<file path="src/rtl/exception_unit.sv">
// ----------------------------------------------------------------------------
// exception_unit
//
// Sequential exception controller placed directly after the main decoder.
// When the decoder reports an exception in IDLE, the unit:
//   - latches the faulting PC into ELR and the 4-bit cause into ESR
//   - spends one TAKE cycle redirecting fetch to the vector
//   - acknowledges the external IRQ if that IRQ caused the exception
//   - waits in HANDLER with exceptions masked
// ERET from HANDLER passes through one RET cycle, which returns fetch to ELR.
//
// Ports
//   clk         rising-edge clock
//   reset       asynchronous, active-low reset
//   Exc         exception request from the decoder (ExtIRQ | NotAnInstr)
//   NotAnInstr  undefined-opcode flag from the decoder
//   EStatus     decoder cause code, meaningful only when NotAnInstr=1
//   ERet        ERET decoded
//   ExtIRQ      level-sensitive external interrupt, held until ExtIAck
//   PC_in       PC of the instruction currently in decode
//   exc_take    1-cycle pulse: flush pipe, load PC with exc_vector
//   exc_vector  constant exception vector
//   ret_valid   1-cycle pulse: load PC with ret_pc
//   ret_pc      return address (mirrors ELR)
//   ExtIAck     1-cycle pulse acknowledging an accepted IRQ
//   ELR         exception link register
//   ESR         exception syndrome register (zero-extended 4-bit cause)
//   in_handler  high in TAKE and HANDLER (exceptions masked)
//   dbl_fault   sticky flag: undefined opcode seen while masked
// ----------------------------------------------------------------------------
module exception_unit #(
    parameter int          N           = 64,
    parameter logic [63:0] VECTOR_ADDR = 64'hD8,
    parameter logic [3:0]  IRQ_CODE    = 4'b0001
) (
    input  logic         clk,
    input  logic         reset,
    input  logic         Exc,
    input  logic         NotAnInstr,
    input  logic [3:0]   EStatus,
    input  logic         ERet,
    input  logic         ExtIRQ,
    input  logic [N-1:0] PC_in,
    output logic         exc_take,
    output logic [N-1:0] exc_vector,
    output logic         ret_valid,
    output logic [N-1:0] ret_pc,
    output logic         ExtIAck,
    output logic [N-1:0] ELR,
    output logic [N-1:0] ESR,
    output logic         in_handler,
    output logic         dbl_fault
);

    typedef enum logic [1:0] {
        IDLE    = 2'd0,
        TAKE    = 2'd1,
        HANDLER = 2'd2,
        RET     = 2'd3
    } state_t;

    state_t         state;
    state_t         state_next;
    logic [N-1:0]   elr;
    logic [3:0]     esr;
    logic           irq_taken;
    logic           dbl;
    logic [3:0]     cause;

    // An undefined opcode outranks the interrupt; a losing IRQ stays pending
    // because the source keeps the line high until it is acknowledged.
    assign cause = NotAnInstr ? EStatus : IRQ_CODE;

    // NOTE: state is updated only with non-blocking assignments so every
    // register samples the values present before the edge.
    always_ff @(posedge clk or negedge reset) begin
        if (!reset) begin
            state     <= IDLE;
            elr       <= '0;
            esr       <= '0;
            irq_taken <= 1'b0;
            dbl       <= 1'b0;
        end else begin
            state <= state_next;
            if (state == IDLE && Exc) begin
                elr       <= PC_in;
                esr       <= cause;
                // Only a real, winning IRQ line is ever acknowledged.
                irq_taken <= ExtIRQ && !NotAnInstr;
            end
            if (state == HANDLER && NotAnInstr) begin
                dbl <= 1'b1;
            end
        end
    end

    // NOTE: every output of this block gets a default first, so no path
    // through the case leaves a signal unassigned and no latch is inferred.
    always_comb begin
        state_next = state;
        exc_take   = 1'b0;
        ExtIAck    = 1'b0;
        ret_valid  = 1'b0;
        in_handler = 1'b0;
        unique case (state)
            IDLE: begin
                // ERet is deliberately ignored here.
                if (Exc) state_next = TAKE;
            end
            TAKE: begin
                exc_take   = 1'b1;
                ExtIAck    = irq_taken;
                in_handler = 1'b1;
                state_next = HANDLER;
            end
            HANDLER: begin
                in_handler = 1'b1;
                if (ERet) state_next = RET;
            end
            RET: begin
                ret_valid  = 1'b1;
                state_next = IDLE;
            end
            default: state_next = IDLE;
        endcase
    end

    assign exc_vector = N'(VECTOR_ADDR);
    assign ELR        = elr;
    assign ret_pc     = elr;
    assign ESR        = {{(N-4){1'b0}}, esr};
    assign dbl_fault  = dbl;

endmodule

</file>
<file path="config.mk">
export PLATFORM = sky130hd
export DESIGN_NAME = exception_unit
export DESIGN_NICKNAME = d
export VERILOG_FILES = /design/src/rtl/exception_unit.sv
export SDC_FILE = /design/constraint.sdc
export NUM_CORES = 1
export LEC_CHECK = 0
export ABC_AREA = 1
export BUFFER_PORTS_ARGS = -buffer_cell sky130_fd_sc_hd__buf_2
export CORE_AREA = 2 2 128 130
export CTS_BUF_LIST = sky130_fd_sc_hd__clkbuf_8
export DETAILED_ROUTE_END_ITERATION = 7
export DIE_AREA = 0 0 130 132
export GPL_ROUTABILITY_DRIVEN = 1
export MAX_ROUTING_LAYER = met4
export SLEW_MARGIN = 25
export SYNTH_ARGS = -nofsm -noshare
export SYNTH_HDL_FRONTEND = slang
export SYNTH_SLANG_ARGS = --single-unit
</file>
<file path="constraint.sdc">
create_clock -name clk -period 1.1 [get_ports clk]
set_input_delay 0.22 -clock clk [delete_from_list [all_inputs] [get_ports clk]]
set_output_delay 0.22 -clock clk [all_outputs]
set_load 0.02 [all_outputs]
</file>
# After elaboration in Yosys (flattened, before gate mapping)
# Cells that the tools add are included.
# op_classes
n_eq_ne	5
n_mux	8
reduce_logical	7
# ops
op	count
2-bit one-hot mux with 4 select lines	1
2-bit equality test, second input constant	2
1-bit 2-to-1 mux	4
2-bit 2-to-1 mux	2
4-bit 2-to-1 mux	1
2-bit != test, second input constant	2
1-bit logical AND	3
2-bit by 1-bit equality test with 1-bit output, second input constant	1
2-bit logical NOT	1
2-bit AND reduction	1
2-bit OR reduction	1
1-bit logical NOT	1
# totals
regBits	72
in_bits	74
output_inout_bits	261

# Logic depth before layout (Yosys ltp)
# depth
depth_word	3
mapped_depth	7

# Worst setup path before layout
# OpenSTA, ideal clock, no wires.
# synth_path
path_type	register to register
startpoint	reg state[0]
endpoint	reg elr[0] (netlist: ELR[0])
setup_ns	0.116
arrival_time_ns	1.086
t_required_ns	0.984
path_slack_ns	-0.103
stages_incl_launch_ff	8
period_less_slack_ns	1.203
path_cell_list	dfrtp_1 > inv_1 > ha_1 > nand2_2 > buf_6 > buf_6 > nand2_1 > nand2_1
# synth_via
elab_chain_len	2
# synth_lines
element	line_no	text
start: declaration	62	state_t state;
start signal: assignment	84	state <= state_next;
2-bit logical NOT	85	if (state == IDLE && Exc) begin
1-bit logical AND	85	
end signal: assignment	86	elr <= PC_in;
end: declaration	64	logic [N-1:0] elr;
# No other way between the ends.
# A chain may end at the register's enable or synchronous reset.

# Final worst setup path
# layout_path
startpoint	reg state[1]
endpoint	out ExtIAck
# layout_via
elab_chain_len	2
# layout_lines
element	line_no	text
2-bit by 1-bit equality test with 1-bit output	105	unique case (state)
1-bit 2-to-1 mux	105	
end: declaration	48	output logic ExtIAck,
# No other way between the ends.

==> flow_summary_export.csv <==
group,metric,value,unit
outcome,outcome,"finished, violations left",
outcome,failed_checks,"setup timing",
placed_design,portBuffers,210,
setup_path,worstReg2RegEnd,"ELR[37]",
layout,antennaDiodeCount,0,
die,die_h,132,microns
detailed_routing,num_vias,3385,
detailed_routing,postRouteWirelength,11800,microns
layout,num-nets-final,769,
setup_path,worstPathMaxFanout,2,
sta,setup_viol,207,
setup_path,slowest_delay,400,ps
die,die_w,130,microns
cts,cts_buffers,9,
logic_synthesis,synth_top_area_share,41.9,%
detailed_routing,antenna_left,0,
min_path,holdPathEnd,"ELR[16]",
setup_path,rrSetupSlack,-300,ps
die,start_util,27.3,%
die,die_area,17200,sq um
sta,fmax,676,MHz
global_route,grtUsageMet3,2.35,%
logic_synthesis,synth_cells,509,
setup_path,worst_path_max_delay_cell,"dfrtp_1",
setup_path,path_class,"flip-flop to output pin",
cts,clkTransAtPathRegs,80,ps
logic_synthesis,syn_area_per_cell,8.44,sq um
sta,rsz0062_at_grt,"yes",
detailed_routing,vias_per_cell,3.71,
setup_path,worstSetupEndpointType,"output pin",
min_path,hold_path_class,"primary input to flip-flop",
sta,min_period,1480,ps
sta,fin_crit_sh,134,%
setup_path,crit_buf_inv,4,
cts,cts_root_buf,"clkbuf_8",
global_route,gr-usage-met2,23.9,%
sta,fin_ws,-379,ps
global_route,busiest_layer,"met2",
global_route,grt_max_degree,73,
sta,hold_ws,51.4,ps
setup_path,path_cells,"inv_2 -> buf_6 -> ha_4 -> nand2_1 -> inv_1 -> buf_6",
min_path,hold_start,"PC_in[16]",
logic_synthesis,yosys.area_share.adder,1.16,%
logic_synthesis,synth_mux_area_share,0,%
die,core-area,15700,sq um
logic_synthesis,synth-xor-area-share,0,%
cts,cts_max_path_buffers,2,
cts,cts_tree,"yes",
setup_path,r2r_cells,7,
sta,clock_skew,9.62,ps
logic_synthesis,yosys_warnings,0,
global_route,antenna_found_initial,0,
setup_path,cp_common_cell,"buf_6",
logic_synthesis,synth_area_leaders,"dfrtp_1 (42%), buf_4 (33%), nand2_1 (18%)",
layout,final_cells,912,
layout,finish.utilization,39.0,%
cts,clock-sinks,72,
placed_design,hpwl,7290,microns
global_route,grt_use_total,13.4,%
global_route,use_met1,14.2,%
layout,area_growth_syn_to_layout,42.7,%
logic_synthesis,synth_compound_area_share,0.757,%
logic_synthesis,synth_top_family_by_area,"buffers and inverters",
power,irDropWorstVdd,0.00107,V
setup_path,regToRegStartpoint,"state[1]",
logic_synthesis,synthSimpleGateAreaFrac,18.8,%
global_route,grt_pass1_vias,3126,
detailed_routing,routedWlPerCell,13.0,microns
setup_path,startpoint_type,"flip-flop",
logic_synthesis,synth_area,4300,sq um
sta,slew_viol_final,0,
global_route,grt_overflow,0,
cts,htreeDepth,3,
layout,layout-drive-gt1-share,40.1,%
power,power_density,3300,nW/um^2
power,p_leak,0.00349,uW
setup_path,arrival,1260,ps
die,num_rows,46,
die,ios,335,
detailed_routing,drt_iter0_markers,99,
detailed_routing,drc,0,
logic_synthesis,yosysSeqAreaShare,41.9,%
placed_design,place_inst,864,
setup_path,startpoint,"state[1]",
placed_design,dp_slack,-210,ps
sta,hold_viol_final,0,
logic_synthesis,synth_cell_types,14,
global_route,grt_pass1_wl,16800,microns
placed_design,globalplace.congestion,0.704,
run,maxCapViolCount,0,
logic_synthesis,ys_ff_latch,72,
setup_path,path_delay_family,"flip-flops",
min_path,whs_path_depth,3,
setup_path,crit_required,880,ps
logic_synthesis,yosysTopAreaCell,"dfrtp_1",
detailed_routing,first_pass_iters,4,
cts,clk_latency,360,ps
-- worst max-delay path by stage --
stage,end,slack [ps],depth (start not counted)
floorplan,ELR[0],-90,7
global placement,esr[3],-150,5
detailed placement,esr[3],-210,5
CTS,ExtIAck,-430,6
global route,in_handler,-440,3
finish,ExtIAck,-380,6
-- where the power goes --
part	switching [uW]	internal [uW]
logic	6240	6230
clock network	1090	1280
registers	1480	3910
-- Yosys cell counts --
cell type  instances
nand2_1          210
nand2_2            1
inv_1              8
o21ai_0            5
nand3_1            2
dfrtp_1           72
buf_4            188
o21bai_1           1
buf_2              1
nor2_1             1
conb_1             2
ha_1               4
buf_6             13
inv_2              1
-- sequential cells by signal, summed over array words and instances, names as in the netlist --
signal     count
ELR           64
esr            4
state          2
dbl_fault      1
irq_taken      1
-- worst reg2reg max path, stage by stage (launching register included) --
cell       delay, ps
dfrtp_1          400
inv_2             70
ha_2             240
nand2_8          110
inv_6            110
bufbuf_16        290
nand2_1           60
nand2_1           60
-- cell families (layout without fill, tap and decap cells) --
kind of cell	after synthesis	count (layout)
simple gates	214	214
buf+inv	211	276
compound gates	6	6
flops	72	72
other cells	2	124
fa+ha+maj	4	4
-- stage by stage --
stage	power, uW	TNS [ps]	cell area [sq um]
after floorplan	12000	-5590	4760
after CTS	18800	-27180	5680
after detailed placement	13300	-9710	4640
after global placement	13200	-7400	4640
after global routing	21500	-34790	6130
final	20200	-21670	6130
-- per-layer routing --
metal  up-vias  part of all wire, %
met3        17                  7.0
li1       1582                    -
met5         -                    0
met1      1581                   38
met2       205                   53
met4         0                  2.3
-- repair_timing --
item                                    4_1_cts  5_1_grt
pin swaps                                     1        0
setup buffers                                12       14
gates cloned                                  5        0
resized for setup                           183      116
hold endpoints to repair                     72        0
endpoints found under the setup margin      208      208
hold buffers                                  1        0
-- area by class of cell --
| type | instances | area [sq um] |
|---|---|---|
| Sequential cell | 72 | 1810 |
| Timing Repair Buffer | 251 | 2400 |
| Multi-Input combinational cell | 348 | 1390 |
| Tap cell | 216 | 270 |
| Fill cell | 1564 | 9580 |
| Clock buffer | 9 | 124 |
| Clock inverter | 7 | 96.3 |
| Inverter | 9 | 38.8 |
-- placed cells by master (no fill, tap or decap), drive strengths merged, types with 3 or more instances in the layout --
cell type  netlist  routed
o21ai            5       5
dfrtp           72      72
clkbuf           0       9
inv              9      11
conb             2     124
bufbuf           0       3
ha               4       4
nand2          211     211
buf            202     247
No activity file was read; power rests on OpenSTA's default activity.
